**config.mk**
```make
export PLATFORM = sky130hd
export DESIGN_NAME = uart_sink
export DESIGN_NICKNAME = d
export VERILOG_FILES = /design/src/rtl/uart_sink.sv
export SDC_FILE = /design/constraint.sdc
export NUM_CORES = 1
export LEC_CHECK = 0
export ABC_AREA = 0
export CAP_MARGIN = 30
export CELL_PAD_IN_SITES_DETAIL_PLACEMENT = 0
export CELL_PAD_IN_SITES_GLOBAL_PLACEMENT = 1
export CORE_ASPECT_RATIO = 0.75
export CORE_UTILIZATION = 39
export DETAILED_ROUTE_END_ITERATION = 10
export HOLD_SLACK_MARGIN = 0.12
export PLACE_DENSITY = 0.87
export RECOVER_POWER = 25
export SLEW_MARGIN = 30
export SYNTH_ARGS = -nofsm -noshare
export SYNTH_HDL_FRONTEND = slang
export SYNTH_SLANG_ARGS = --single-unit
export TNS_END_PERCENT = 30
```
**constraint.sdc**
```tcl
create_clock -name iCLOCK -period 1.6 [get_ports iCLOCK]
set_input_delay 0.16 -clock iCLOCK [delete_from_list [all_inputs] [get_ports iCLOCK]]
set_output_delay 0.16 -clock iCLOCK [all_outputs]
set_load 0.01 [all_outputs]
```
**src/rtl/uart_sink.sv**
```systemverilog
// rtl/uart_sink.sv - 8N1 serial receiver that assembles BYTES-byte messages
//
// Ports:
//   iCLOCK   in   1          clock, rising edge
//   iNRESET  in   1          synchronous active-low reset
//   iRX      in   1          serial line, idles high, asynchronous to iCLOCK
//   oRECEPT  out  1          high while a message is being received
//   oDONE    out  1          one-cycle pulse when a full message has arrived
//   oFDATA   out  BYTES*8    last complete message, first byte in [7:0]
module uart_sink #(
    parameter int SCYCLE   = 50000000,
    parameter int BAUDRATE = 115200,
    parameter int BYTES    = 8
) (
    input  logic               iCLOCK,
    input  logic               iNRESET,
    input  logic               iRX,
    output logic               oRECEPT,
    output logic               oDONE,
    output logic [BYTES*8-1:0] oFDATA
);
    localparam int DIV = SCYCLE / BAUDRATE;
    localparam int CW  = (DIV > 2) ? $clog2(DIV) : 1;
    localparam int BW  = $clog2(BYTES + 1);

    typedef enum logic [1:0] {S_IDLE, S_START, S_DATA, S_STOP} state_t;

    state_t             r_state;
    state_t             w_next;
    logic               r_sync1;
    logic               r_sync2;
    logic               r_rx_prev;
    logic [CW-1:0]      r_cnt;
    logic [2:0]         r_bit;
    logic [7:0]         r_shift;
    logic [BW-1:0]      r_byte_cnt;
    logic [BYTES*8-1:0] r_asm;
    logic [BYTES*8-1:0] r_fdata;
    logic               r_recept;
    logic               r_done;

    logic               w_rx_s;
    logic               w_fall;
    logic               w_mid;
    logic               w_tick;
    logic               w_bit_tick;
    logic               w_stop_tick;
    logic               w_last;
    logic [BYTES*8-1:0] w_asm_next;

    assign w_rx_s      = r_sync2;
    // Edge detect uses the previous synchronized sample, so after a framing
    // error with the line still low the block re-arms only once it goes high.
    assign w_fall      = (r_state == S_IDLE) && r_rx_prev && !w_rx_s;
    assign w_mid       = (r_state == S_START) && (r_cnt == CW'(DIV / 2 - 1));
    assign w_tick      = (r_cnt == CW'(DIV - 1));
    assign w_bit_tick  = (r_state == S_DATA) && w_tick;
    assign w_stop_tick = (r_state == S_STOP) && w_tick;
    assign w_last      = (r_byte_cnt == BW'(BYTES - 1));

    // Assembly register with the finished byte dropped into lane r_byte_cnt.
    always_comb begin
        w_asm_next = r_asm;
        for (int k = 0; k < BYTES; k++) begin
            if (r_byte_cnt == BW'(k)) begin
                w_asm_next[8*k +: 8] = r_shift;
            end
        end
    end

    always_comb begin
        w_next = r_state;
        case (r_state)
            S_IDLE:  if (w_fall) w_next = S_START;
            S_START: if (w_mid) w_next = w_rx_s ? S_IDLE : S_DATA;
            S_DATA:  if (w_bit_tick && (r_bit == 3'd7)) w_next = S_STOP;
            S_STOP:  if (w_stop_tick) w_next = S_IDLE;
            default: w_next = S_IDLE;
        endcase
    end

    always_ff @(posedge iCLOCK) begin
        if (!iNRESET) begin
            r_state <= S_IDLE;
        end else begin
            r_state <= w_next;
        end
    end

    always_ff @(posedge iCLOCK) begin
        if (!iNRESET) begin
            r_sync1    <= 1'b1;
            r_sync2    <= 1'b1;
            r_rx_prev  <= 1'b1;
            r_cnt      <= '0;
            r_bit      <= '0;
            r_shift    <= '0;
            r_byte_cnt <= '0;
            r_asm      <= '0;
            r_fdata    <= '0;
            r_recept   <= 1'b0;
            r_done     <= 1'b0;
        end else begin
            r_sync1   <= iRX;
            r_sync2   <= r_sync1;
            r_rx_prev <= w_rx_s;
            r_done    <= 1'b0;

            // Counter restarts at every sampling point so data samples land
            // DIV clocks apart, starting from the start-bit mid-point.
            if ((r_state == S_IDLE) || w_mid || w_bit_tick || w_stop_tick) begin
                r_cnt <= '0;
            end else begin
                r_cnt <= r_cnt + CW'(1);
            end

            if (w_fall) begin
                r_recept <= 1'b1;
            end

            if (w_mid) begin
                r_bit <= '0;
                // A rejected glitch only ends reception if no byte is pending.
                if (w_rx_s && (r_byte_cnt == '0)) begin
                    r_recept <= 1'b0;
                end
            end

            if (w_bit_tick) begin
                r_shift[r_bit] <= w_rx_s;
                if (r_bit != 3'd7) begin
                    r_bit <= r_bit + 3'd1;
                end
            end

            if (w_stop_tick) begin
                if (w_rx_s) begin
                    r_asm <= w_asm_next;
                    if (w_last) begin
                        r_fdata    <= w_asm_next;
                        r_done     <= 1'b1;
                        r_recept   <= 1'b0;
                        r_byte_cnt <= '0;
                    end else begin
                        r_byte_cnt <= r_byte_cnt + BW'(1);
                    end
                end else begin
                    r_byte_cnt <= '0;
                    r_recept   <= 1'b0;
                end
            end
        end
    end

    // Outputs read as zero for the whole time reset is held low.
    assign oRECEPT = iNRESET & r_recept;
    assign oDONE   = iNRESET & r_done;
    assign oFDATA  = iNRESET ? r_fdata : '0;

endmodule

```
Yosys cells after proc, flatten, opt, wreduce, memory -nomap -nowiden
Cells that the tools add are included.
{"block": "op_classes", "add_sub_neg": 3, "magnitude_cmp": 2, "n_eq_ne": 18, "n_mux": 30, "bitwise": 3, "n_reduce_logical": 19}
{"op": "$mux 64", "count": 1}
{"op": "$mux 8", "count": 8}
{"op": "$eq 4x3->1 const B", "count": 4}
{"op": "$mux 2", "count": 5}
{"op": "$add 9x1->9 const B", "count": 1}
{"op": "$eq 9x8->1 const B", "count": 1}
{"op": "$eq 9x9->1 const B", "count": 1}
{"op": "$mux 3", "count": 3}
{"op": "$bwmux 8", "count": 1}
{"op": "$eq 4x2->1 const B", "count": 2}
{"op": "$logic_and 1x1->1", "count": 8}
{"op": "$mux 1", "count": 8}
{"op": "$mux 4", "count": 2}
{"op": "$pmux 2 s4", "count": 1}
{"op": "$ne 2x2->1 const B", "count": 3}
{"op": "$reduce_and 3->1", "count": 2}
{"op": "$add 4x1->4 const B", "count": 1}
{"op": "$eq 2x2->1 const B", "count": 2}
{"op": "$eq 4x1->1 const B", "count": 1}
{"op": "$logic_not 4->1", "count": 1}
{"op": "$lt 3x4->1 const B", "count": 1}
{"op": "$reduce_and 4->1", "count": 1}
{"op": "$add 3x1->3 const B", "count": 1}
{"op": "$demux 1 s3", "count": 1}
{"op": "other kinds (12)", "count": 15}
{"block": "word_totals", "ff_bits": 159, "in_bits": 3, "out_inout_bits": 66, "word_cells": 87}

Depth between registers and ports, before layout
Gate-level depths: netlist of run 1.
{"block": "logic_depth", "ltp_word": 9, "mapped_depth": 8}

Worst setup path after synthesis of run 1
Ideal clock, no wire load.
{"block": "synth_timing", "path_type": "register to register", "start": "register r_byte_cnt[0]", "end": "register r_fdata[24]", "setup_ns": 0.132, "arrival_ns": 1.572, "slack_ns": -0.104, "path_stages_with_launch": 7, "n_path_buf": 1, "period_less_slack_ns": 1.704, "cell_sequence": "dfxtp_1 > ha_1 > nor3b_1 > clkbuf_1 > mux2_2 > nand2_1 > a21oi_1"}
{"block": "synth_between", "elab_chain_len": 2, "word_cells_on_any_way": 4, "classes_between": "eq/ne: 2; mux: 1; reduce/logical: 1"}
{"element": "from (decl)", "line": "36", "source": "logic [BW-1:0] r_byte_cnt;"}
{"element": "from (signal assigned)", "line": "145", "source": "r_byte_cnt <= r_byte_cnt + BW'(1);"}
{"element": "$eq 4x3->1 / $eq 4x2->1 (equally long branches)", "line": "59, 65"}
{"element": "$reduce_and 3->1 (no source line) / $mux 8 (equally long branches)"}
{"element": "to (signal assigned)", "line": "140", "source": "r_fdata <= w_asm_next;"}
{"element": "to (decl)", "line": "38", "source": "logic [BYTES*8-1:0] r_fdata;"}
Parallel ways exist; a longest one is shown, timed or not.
A chain may end at the register's enable or synchronous reset.

Final worst setup path of run 1
{"block": "layout_timing", "start": "register r_byte_cnt[0]", "end": "register r_fdata[9]"}
{"block": "layout_between", "elab_chain_len": 2, "word_cells_on_any_way": 4, "classes_between": "eq/ne: 2; mux: 1; reduce/logical: 1"}
{"element": "$eq 4x3->1 / $eq 4x1->1 (equally long branches)", "line": "59, 65"}
{"element": "$reduce_and 3->1 (no source line) / $mux 8 (equally long branches)"}
Parallel ways exist; a longest one is shown, timed or not.

==> report_table.html, run 1 <==
<table>
<tr><th>Metric</th><th>Value</th></tr>
<tr><th colspan="2">Status</th></tr>
<tr><td>Status</td><td>complete, but fails checks</td></tr>
<tr><td>Violated checks</td><td>negative setup slack</td></tr>
<tr><th colspan="2">Setup path</th></tr>
<tr><td>Nature of the critical path endpoint</td><td>flop</td></tr>
<tr><td>Worst setup SP type</td><td>flop</td></tr>
<tr><td>Crit path arrival time</td><td>2.02 ns</td></tr>
<tr><td>R2r worst-path depth</td><td>8</td></tr>
<tr><td>Required time reported for the critical path endpoint</td><td>1.90 ns</td></tr>
<tr><td>Kind of critical path</td><td>flop to flop</td></tr>
<tr><td>Largest fanout on the critical path</td><td>4</td></tr>
<tr><th colspan="2">Finish</th></tr>
<tr><td>Area added between synthesis and finish</td><td>43.23%</td></tr>
<tr><td>Fill count</td><td>1483</td></tr>
<tr><td>Filler-free cell count of the finished design</td><td>1182</td></tr>
<tr><td>Number of antenna repair diodes</td><td>0</td></tr>
<tr><td>Number of nets in the layout</td><td>945</td></tr>
<tr><td>Final design utilization</td><td>0.5828</td></tr>
<tr><td>Share of post-route cells with drive strength above 1</td><td>0.2949</td></tr>
<tr><th colspan="2">Placement</th></tr>
<tr><td>Cell count after placement</td><td>1125</td></tr>
<tr><td>Final weighted congestion in routability-driven placement</td><td>0.8146</td></tr>
<tr><td>Detailed-placement wirelength estimate</td><td>11880 um</td></tr>
<tr><td>Count of port buffers added during placement</td><td>68</td></tr>
<tr><th colspan="2">Clock network</th></tr>
<tr><td>Total clock sinks</td><td>151</td></tr>
<tr><td>Bufs on Longest Clock Path</td><td>2</td></tr>
<tr><td>CTS clock-pin slew for the worst setup and hold paths</td><td>0.06 ns</td></tr>
<tr><td>CTS Root Buffer Type</td><td>sky130_fd_sc_hd__clkbuf_16</td></tr>
<tr><td>Skew-Pair Late Insertion Delay</td><td>0.42 ns</td></tr>
<tr><td>TritonCTS clock tree</td><td>done</td></tr>
<tr><td>Hold-fix buffers at CTS</td><td>0</td></tr>
<tr><td>Total number of H-tree levels</td><td>4</td></tr>
<tr><td>Total clock buffers created by CTS</td><td>17</td></tr>
<tr><th colspan="2">Routing</th></tr>
<tr><td>Remaining antenna violation count</td><td>0</td></tr>
<tr><td>First-pass detailed-route iteration total</td><td>5</td></tr>
<tr><td>Via/cell ratio</td><td>5.194</td></tr>
<tr><td>Initial DRC count</td><td>460</td></tr>
<tr><td>Total Routed Length</td><td>20840 um</td></tr>
<tr><td>Count of unresolved DRC violations after routing</td><td>0</td></tr>
<tr><td>Wirelength per Cell</td><td>17.63 um</td></tr>
<tr><td>DR vias</td><td>6139</td></tr>
<tr><th colspan="2">Logic synthesis</th></tr>
<tr><td>Number of enable-type register cells in the synthesized netlist</td><td>0</td></tr>
<tr><td>Synth top area share</td><td>0.4336</td></tr>
<tr><td>Syn Inst Count</td><td>805</td></tr>
<tr><td>Post-synthesis net count</td><td>817</td></tr>
<tr><td>Share of synthesized area spent on multiplexers</td><td>0.1766</td></tr>
<tr><td>Cell accounting for the most synthesized area</td><td>sky130_fd_sc_hd__dfxtp_1</td></tr>
<tr><td>Post-synthesis area per instance</td><td>8.660 um^2</td></tr>
<tr><td>Area share of xor/xnor cells in the synthesized design</td><td>0.008794</td></tr>
<tr><td>Most numerous cell in the Yosys netlist</td><td>sky130_fd_sc_hd__nand2_1</td></tr>
<tr><td>Compound-gate portion of the synthesized area</td><td>0.06622</td></tr>
<tr><td>Simple logic cell fraction of the synthesized area</td><td>0.2575</td></tr>
<tr><td>Synthesized area</td><td>6972 um^2</td></tr>
<tr><td>Yosys cell types</td><td>43</td></tr>
<tr><td>Portion of the post-synthesis area used by sequential elements</td><td>0.4336</td></tr>
<tr><td>Commonest cells in the synthesized netlist</td><td>203 x sky130_fd_sc_hd__nand2_1, 151 x sky130_fd_sc_hd__dfxtp_1, 74 x sky130_fd_sc_hd__a21oi_1</td></tr>
<tr><td>Synth Register Bits</td><td>151</td></tr>
<tr><td>Main combinational cell family by area after synthesis</td><td>simple AND/OR/NAND/NOR gates</td></tr>
<tr><td>Top area cells in the synthesized netlist</td><td>sky130_fd_sc_hd__dfxtp_1 43%, sky130_fd_sc_hd__nand2_1 11%, sky130_fd_sc_hd__mux2_2 9.0%, sky130_fd_sc_hd__mux2i_1 8.6%, sky130_fd_sc_hd__and2_1 6.2%</td></tr>
<tr><td>Top flip-flop cell by instance count after synthesis</td><td>sky130_fd_sc_hd__dfxtp_1</td></tr>
<tr><td>Adder and majority cell fraction of the synthesized area</td><td>0.01615</td></tr>
<tr><td>Async SR Flop Fraction</td><td>0</td></tr>
<tr><td>Yosys warning count</td><td>0</td></tr>
<tr><th colspan="2">STA</th></tr>
<tr><td>Relative slew margins</td><td>0.6940</td></tr>
<tr><td>Slew Limit Fails</td><td>0</td></tr>
<tr><td>Worst hold margin</td><td>0.1360 ns</td></tr>
<tr><td>Final hold violation count</td><td>0</td></tr>
<tr><td>RSZ-0062 raised after global routing</td><td>yes</td></tr>
<tr><td>Number of setup violations in the final report</td><td>107</td></tr>
<tr><td>Fin worst setup slack</td><td>-0.1184 ns</td></tr>
<tr><td>Final Critical Period</td><td>1.718 ns</td></tr>
<tr><td>Setup clock skew after layout</td><td>0.009735 ns</td></tr>
<tr><td>Part of the cycle the worst path needs</td><td>1.074</td></tr>
<tr><td>Worst-margin pin slew</td><td>0.4584 ns</td></tr>
<tr><td>Highest attainable clock frequency</td><td>0.5819 GHz</td></tr>
<tr><th colspan="2">Floorplanning</th></tr>
<tr><td>Chip width</td><td>156.4 um</td></tr>
<tr><td>Die boundary height</td><td>117.8 um</td></tr>
<tr><td>Floorplan die area</td><td>18420 um^2</td></tr>
<tr><td>Std-Cell Rows</td><td>41</td></tr>
<tr><td>I/O pin cnt</td><td>69</td></tr>
<tr><td>Initial standard-cell utilization of the core</td><td>0.4069</td></tr>
<tr><td>Core Footprint</td><td>17130 um^2</td></tr>
<tr><th colspan="2">Power and ir drop</th></tr>
<tr><td>Power Dens Cells</td><td>827.7 nW/um^2</td></tr>
<tr><td>Leakage power</td><td>4.554 nW</td></tr>
<tr><td>Post-layout total power</td><td>0.008266 W</td></tr>
<tr><td>Peak ir drop on the vdd network</td><td>0.8038 mV</td></tr>
<tr><th colspan="2">Job</th></tr>
<tr><td>Number of maximum-capacitance violations</td><td>0</td></tr>
<tr><th colspan="2">Global routing</th></tr>
<tr><td>Total congestion overflow</td><td>0</td></tr>
<tr><td>Overall track demand over capacity in global routing</td><td>0.2112</td></tr>
<tr><td>Number of antenna violations at the first check in global routing</td><td>0</td></tr>
<tr><td>Largest net degree at the start of global routing</td><td>56</td></tr>
<tr><td>Vias in the first global route</td><td>5737</td></tr>
<tr><td>First-pass GRT wire length</td><td>30500 um</td></tr>
<tr><th colspan="2">Worst hold path</th></tr>
<tr><td>WHS Path Cells</td><td>3</td></tr>
<tr><td>Hold crit path type</td><td>primary input to flop</td></tr>
</table>
worst max-delay path: stages (launching register included):
cell                      delay (ns)
sky130_fd_sc_hd__dfxtp_4        0.39
sky130_fd_sc_hd__buf_6          0.12
sky130_fd_sc_hd__ha_4           0.13
sky130_fd_sc_hd__nor3b_4        0.19
sky130_fd_sc_hd__buf_4          0.16
sky130_fd_sc_hd__buf_6          0.14
sky130_fd_sc_hd__mux2_2         0.34
sky130_fd_sc_hd__nand2_1        0.07
sky130_fd_sc_hd__a21oi_1        0.06
kinds of logic after synthesis:
group           count (synthesis)
fa+ha+maj                       9
xor+xnor                        7
mux                           116
buf+inv                        70
flops                         151
simple gates                  364
compound gates                 88
worst paths after layout:
kind / startpoint / to / slack, ns
min reg2reg: r_sync1$_SDFF_PN1_ / r_sync2$_SDFF_PN1_ / 0.41
max: r_byte_cnt[0]$_SDFFE_PN0P_ / r_fdata[9]$_SDFFE_PN0P_ / -0.12
min: iNRESET / r_sync1$_SDFF_PN1_ / 0.14
max reg2reg: r_byte_cnt[0]$_SDFFE_PN0P_ / r_fdata[9]$_SDFFE_PN0P_ / -0.12
cell type report:
cell class / instances / area [um^2] / share of cell area
clock inverters: 11 / 171.4 / 0.01717
clock buffers: 21 / 460.4 / 0.04611
multi-input cells: 584 / 4116 / 0.4122
flip-flops and latches: 151 / 3062 / 0.3066
well taps: 236 / 295.3 / 0.02957
repair buffers: 171 / 1846 / 0.1848
inverters: 8 / 35.03 / 0.003508
stage by stage:
step	instance area, um^2	TNS [ns]	setup WS [ns]
final	9986	-4.913	-0.1184
after global routing	9986	-13.74	-0.1674
after CTS	9351	-2.364	-0.06133
after detailed placement	8397	-15.99	-0.2353
after global placement	8397	-9.823	-0.2184
after floorplan	7000	-4.199	-0.06754
state kept, by name, indices dropped and copies added, names as in the netlist, named ones only:
signal	flops
r_done	1
r_shift	8
r_byte_cnt	4
r_bit	3
r_sync2	1
r_recept	1
r_rx_prev	1
r_cnt	9
r_sync1	1
r_fdata	64
r_state	1
r_asm	56
power breakdown:
| part | internal [W] | total [W] | switching, W |
|---|---|---|---|
| Sequential | 0.00376 | 0.00376 | 0.00000682 |
| Combinational | 0.0000583 | 0.000184 | 0.000126 |
| Clock | 0.00270 | 0.00432 | 0.00162 |
| Total | 0.00652 | 0.00827 | 0.00175 |
metal layers:
layer  up-vias  routed length, um  GRT usage  part of all wire
li1       2954                  -          -                 -
met1      2966              10140     0.3106              0.49
met2       192               9208     0.3027              0.44
met3        27               1162    0.04529             0.056
met4         0                325    0.06801             0.016
met5         -                  0          0                 0
cell usage in the layout, fill, tap and decap left out, types with 13 or more instances in the layout:
cell type and instances:
sky130_fd_sc_hd__mux2i_1 59, sky130_fd_sc_hd__clkbuf_16 23, sky130_fd_sc_hd__dfxtp_2 16, sky130_fd_sc_hd__nor2_1 27
sky130_fd_sc_hd__buf_6 13, sky130_fd_sc_hd__and2_1 69, sky130_fd_sc_hd__nand2_4 15, sky130_fd_sc_hd__mux2_2 47
sky130_fd_sc_hd__a21oi_1 60, sky130_fd_sc_hd__dlymetal6s2s_1 30, sky130_fd_sc_hd__dfxtp_1 130, sky130_fd_sc_hd__a21oi_2 14
sky130_fd_sc_hd__nand4_1 14, sky130_fd_sc_hd__clkdlybuf4s50_1 18, sky130_fd_sc_hd__nand2_1 181, sky130_fd_sc_hd__clkdlybuf4s25_1 16
sky130_fd_sc_hd__buf_4 71
what timing repair did:
action,in CTS,in global routing
endpoints found under the hold margin,0,0
endpoints found under the setup margin,138,190
resized for setup,54,145
gates cloned,4,9
pin swaps,4,32
buffers inserted,8,8
Note: power is estimated with default switching activity, not from simulation.
==> inputs of run 2 (changes only) <==
--- a/config.mk
+++ b/config.mk
@@ -6,14 +6,14 @@
 export NUM_CORES = 1
 export LEC_CHECK = 0
 export ABC_AREA = 0
-export CAP_MARGIN = 30
+export CAP_MARGIN = 5
 export CELL_PAD_IN_SITES_DETAIL_PLACEMENT = 0
 export CELL_PAD_IN_SITES_GLOBAL_PLACEMENT = 1
 export CORE_ASPECT_RATIO = 0.75
 export CORE_UTILIZATION = 39
 export DETAILED_ROUTE_END_ITERATION = 10
 export HOLD_SLACK_MARGIN = 0.12
-export PLACE_DENSITY = 0.87
+export PLACE_DENSITY = 0.75
 export RECOVER_POWER = 25
 export SLEW_MARGIN = 30
 export SYNTH_ARGS = -nofsm -noshare
==> run 2 against run 1 <==
  * The run still ends with negative setup slack left
  * Wire length down 6.4%
  * Worst hold slack better by 0.0092 ns
  * First-iteration DRC count down 7.0%
  * Clock-buffer cell count up 1
  * Setup slack better by 0.035 ns
  * Non-clock buffer count down 1
  * Via count down 3.5%
  * Largest cell class unchanged
  * Largest power group unchanged
==> report_table.html, run 2 (same netlist as run 1, synthesis figures left out) <==
<table>
<tr><th>Metric</th><th>Value</th></tr>
<tr><th colspan="2">Floorplanning</th></tr>
<tr><td>Initial standard-cell utilization of the core</td><td>0.4069</td></tr>
<tr><td>I/O pin cnt</td><td>69</td></tr>
<tr><td>Floorplan die area</td><td>18420 um^2</td></tr>
<tr><td>Die boundary height</td><td>117.8 um</td></tr>
<tr><td>Core Footprint</td><td>17130 um^2</td></tr>
<tr><td>Chip width</td><td>156.4 um</td></tr>
<tr><td>Std-Cell Rows</td><td>41</td></tr>
<tr><th colspan="2">Global routing</th></tr>
<tr><td>First-pass GRT wire length</td><td>30150 um</td></tr>
<tr><td>Total congestion overflow</td><td>0</td></tr>
<tr><td>Overall track demand over capacity in global routing</td><td>0.2104</td></tr>
<tr><td>Number of antenna violations at the first check in global routing</td><td>0</td></tr>
<tr><td>Largest net degree at the start of global routing</td><td>68</td></tr>
<tr><td>Vias in the first global route</td><td>5758</td></tr>
<tr><th colspan="2">Finish</th></tr>
<tr><td>Area added between synthesis and finish</td><td>42.71%</td></tr>
<tr><td>Most common library cell in the layout ignoring fill and taps</td><td>sky130_fd_sc_hd__nand2_1</td></tr>
<tr><td>Registers with the highest flip-flop counts</td><td>r_fdata: 64 flops, r_asm: 56 flops, r_cnt: 9 flops</td></tr>
<tr><td>Max reg flops</td><td>64</td></tr>
<tr><td>Largest register by flop count</td><td>r_fdata</td></tr>
<tr><td>Number of nets in the layout</td><td>944</td></tr>
<tr><td>Number of antenna repair diodes</td><td>0</td></tr>
<tr><td>Final design utilization</td><td>0.5807</td></tr>
<tr><td>Share of post-route cells with drive strength above 1</td><td>0.3118</td></tr>
<tr><td>Top library cells by usage in the layout, fill and taps aside</td><td>174 x sky130_fd_sc_hd__nand2_1, 141 x sky130_fd_sc_hd__dfxtp_1, 75 x sky130_fd_sc_hd__buf_4</td></tr>
<tr><th colspan="2">Clock network</th></tr>
<tr><td>CTS Root Buffer Type</td><td>sky130_fd_sc_hd__clkbuf_16</td></tr>
<tr><td>Total number of H-tree levels</td><td>4</td></tr>
<tr><td>Total clock sinks</td><td>151</td></tr>
<tr><td>TritonCTS clock tree</td><td>done</td></tr>
<tr><td>CTS clock-pin slew for the worst setup and hold paths</td><td>0.06 ns</td></tr>
<tr><td>Skew-Pair Late Insertion Delay</td><td>0.43 ns</td></tr>
<tr><td>Total clock buffers created by CTS</td><td>17</td></tr>
<tr><td>Bufs on Longest Clock Path</td><td>2</td></tr>
<tr><td>Hold-fix buffers at CTS</td><td>0</td></tr>
<tr><th colspan="2">STA</th></tr>
<tr><td>Worst hold margin</td><td>0.1453 ns</td></tr>
<tr><td>Fin worst setup slack</td><td>-0.08320 ns</td></tr>
<tr><td>Final Critical Period</td><td>1.683 ns</td></tr>
<tr><td>Final hold violation count</td><td>0</td></tr>
<tr><td>Setup clock skew after layout</td><td>0.01362 ns</td></tr>
<tr><td>RSZ-0062 raised after global routing</td><td>yes</td></tr>
<tr><td>Slew Limit Fails</td><td>0</td></tr>
<tr><td>Number of setup violations in the final report</td><td>93</td></tr>
<tr><td>Worst-margin pin slew</td><td>0.5629 ns</td></tr>
<tr><td>Relative slew margins</td><td>0.6242</td></tr>
<tr><td>Highest attainable clock frequency</td><td>0.5941 GHz</td></tr>
<tr><td>Part of the cycle the worst path needs</td><td>1.052</td></tr>
<tr><th colspan="2">Routing</th></tr>
<tr><td>Count of unresolved DRC violations after routing</td><td>0</td></tr>
<tr><td>Remaining antenna violation count</td><td>0</td></tr>
<tr><td>Via/cell ratio</td><td>5.026</td></tr>
<tr><td>Initial DRC count</td><td>428</td></tr>
<tr><td>First-pass detailed-route iteration total</td><td>4</td></tr>
<tr><td>DR vias</td><td>5926</td></tr>
<tr><td>Wirelength per Cell</td><td>16.54 um</td></tr>
<tr><td>Total Routed Length</td><td>19500 um</td></tr>
<tr><th colspan="2">Setup path</th></tr>
<tr><td>R2r worst-path depth</td><td>5</td></tr>
<tr><td>Worst setup path startpoint</td><td>r_byte_cnt[2]$_SDFFE_PN0P_</td></tr>
<tr><td>Crit path arrival time</td><td>2.04 ns</td></tr>
<tr><td>Worst setup SP type</td><td>flop</td></tr>
<tr><td>Beginning of the worst register-to-register path</td><td>r_byte_cnt[2]$_SDFFE_PN0P_</td></tr>
<tr><td>Kind of critical path</td><td>flop to flop</td></tr>
<tr><td>Slack of the worst reg-to-reg path</td><td>-0.08 ns</td></tr>
<tr><td>Nature of the critical path endpoint</td><td>flop</td></tr>
<tr><td>Required time reported for the critical path endpoint</td><td>1.95 ns</td></tr>
<tr><td>Largest fanout on the critical path</td><td>15</td></tr>
<tr><th colspan="2">Placement</th></tr>
<tr><td>Final weighted congestion in routability-driven placement</td><td>0.8220</td></tr>
<tr><td>Count of port buffers added during placement</td><td>68</td></tr>
<tr><td>Detailed-placement wirelength estimate</td><td>12270 um</td></tr>
<tr><td>Setup WS pre-CTS</td><td>-0.2163 ns</td></tr>
<tr><th colspan="2">Worst hold path</th></tr>
<tr><td>WHS Path Cells</td><td>3</td></tr>
<tr><td>Hold crit path type</td><td>primary input to flop</td></tr>
<tr><td>Critical hold path startpoint</td><td>iNRESET</td></tr>
<tr><th colspan="2">Power and ir drop</th></tr>
<tr><td>Leakage power</td><td>4.769 nW</td></tr>
<tr><td>Peak ir drop on the vdd network</td><td>0.6957 mV</td></tr>
<tr><td>Power Dens Cells</td><td>807.6 nW/um^2</td></tr>
<tr><th colspan="2">Status</th></tr>
<tr><td>Violated checks</td><td>negative setup slack</td></tr>
<tr><td>Status</td><td>complete, but fails checks</td></tr>
<tr><th colspan="2">Job</th></tr>
<tr><td>Number of maximum-capacitance violations</td><td>0</td></tr>
</table>
## run 2: changes by cell type in the layout (fill, tap and decap cells not counted), moves of 4 or more
cell / change
sky130_fd_sc_hd__a21oi_2: +22
sky130_fd_sc_hd__nand2_4: -6
sky130_fd_sc_hd__nand2_2: +15
sky130_fd_sc_hd__dfxtp_1: +11
sky130_fd_sc_hd__dlymetal6s2s_1: +11
sky130_fd_sc_hd__buf_4: +4
sky130_fd_sc_hd__dfxtp_2: -10
sky130_fd_sc_hd__mux2_2: -4
sky130_fd_sc_hd__mux2_4: +4
sky130_fd_sc_hd__clkbuf_16: -4
sky130_fd_sc_hd__clkdlybuf4s50_1: -10
sky130_fd_sc_hd__nand2_1: -7
sky130_fd_sc_hd__a21oi_1: -22
## run 2: worst max-delay path, cell delays in order, from the launching register on
cell and delay (ns):
sky130_fd_sc_hd__dfxtp_4 0.43, sky130_fd_sc_hd__nor4bb_4 0.35, sky130_fd_sc_hd__and4_4 0.41, sky130_fd_sc_hd__buf_12 0.19, sky130_fd_sc_hd__nand2_1 0.07, sky130_fd_sc_hd__a21oi_1 0.15
## run 2: where the power goes
| part | switching, W | total (W) | internal (W) | leakage [nW] |
|---|---|---|---|---|
| Clock | 0.00157 | 0.00408 | 0.00251 | 0.282 |
| Combinational | 0.000126 | 0.000186 | 0.0000605 | 3.26 |
| Sequential | 0.00000704 | 0.00377 | 0.00376 | 1.22 |
| Total | 0.00170 | 0.00804 | 0.00634 | 4.77 |
## run 2: what timing repair did
| item | 4_1_cts | 5_1_grt |
|---|---|---|
| hold endpoints to repair | 0 | 0 |
| pin swaps | 38 | 36 |
| gates resized for setup | 74 | 158 |
| setup buffers | 12 | 4 |
| endpoints found under the setup margin | 144 | 198 |
| gates cloned | 5 | 2 |
## run 2: cell type report
| class | count | area [um^2] |
|---|---|---|
| Sequential cell | 151 | 3045 |
| Clock inverter | 8 | 123.9 |
| Fill cell | 1496 | 7184 |
| Inverter | 8 | 35.03 |
| Clock buffer | 22 | 464.2 |
| Tap cell | 236 | 295.3 |
| Multi-Input combinational cell | 584 | 4192 |
| Timing Repair Buffer | 170 | 1794 |
## run 2: per-layer routing
layer / vias to the layer above / share of wire / track usage
met4: 0 / 0.0066 / 0.04841
met2: 146 / 0.45 / 0.3198
met5: - / 0 / 0
li1: 2946 / - / -
met1: 2824 / 0.50 / 0.2981
met3: 10 / 0.043 / 0.05081
## run 2: through the flow
stage | TNS, ns | cell area [um^2] | std cells | total power, W
2_1_floorplan | -4.199 | 7000 | 805 | 0.003955
3_3_place_gp | -9.663 | 8432 | 1128 | 0.004023
4_1_cts | -0.4988 | 9439 | 1175 | 0.008081
6_report | -2.760 | 9950 | 1179 | 0.008035
3_5_place_dp | -14.13 | 8432 | 1128 | 0.004026
5_1_grt | -10.35 | 9950 | 1179 | 0.008308
## run 2: path summary, 6_finish.rpt
kind / end
max: r_fdata[31]$_SDFFE_PN0P_
max reg2reg: r_fdata[31]$_SDFFE_PN0P_
min: r_sync1$_SDFF_PN1_
min reg2reg: r_sync2$_SDFF_PN1_
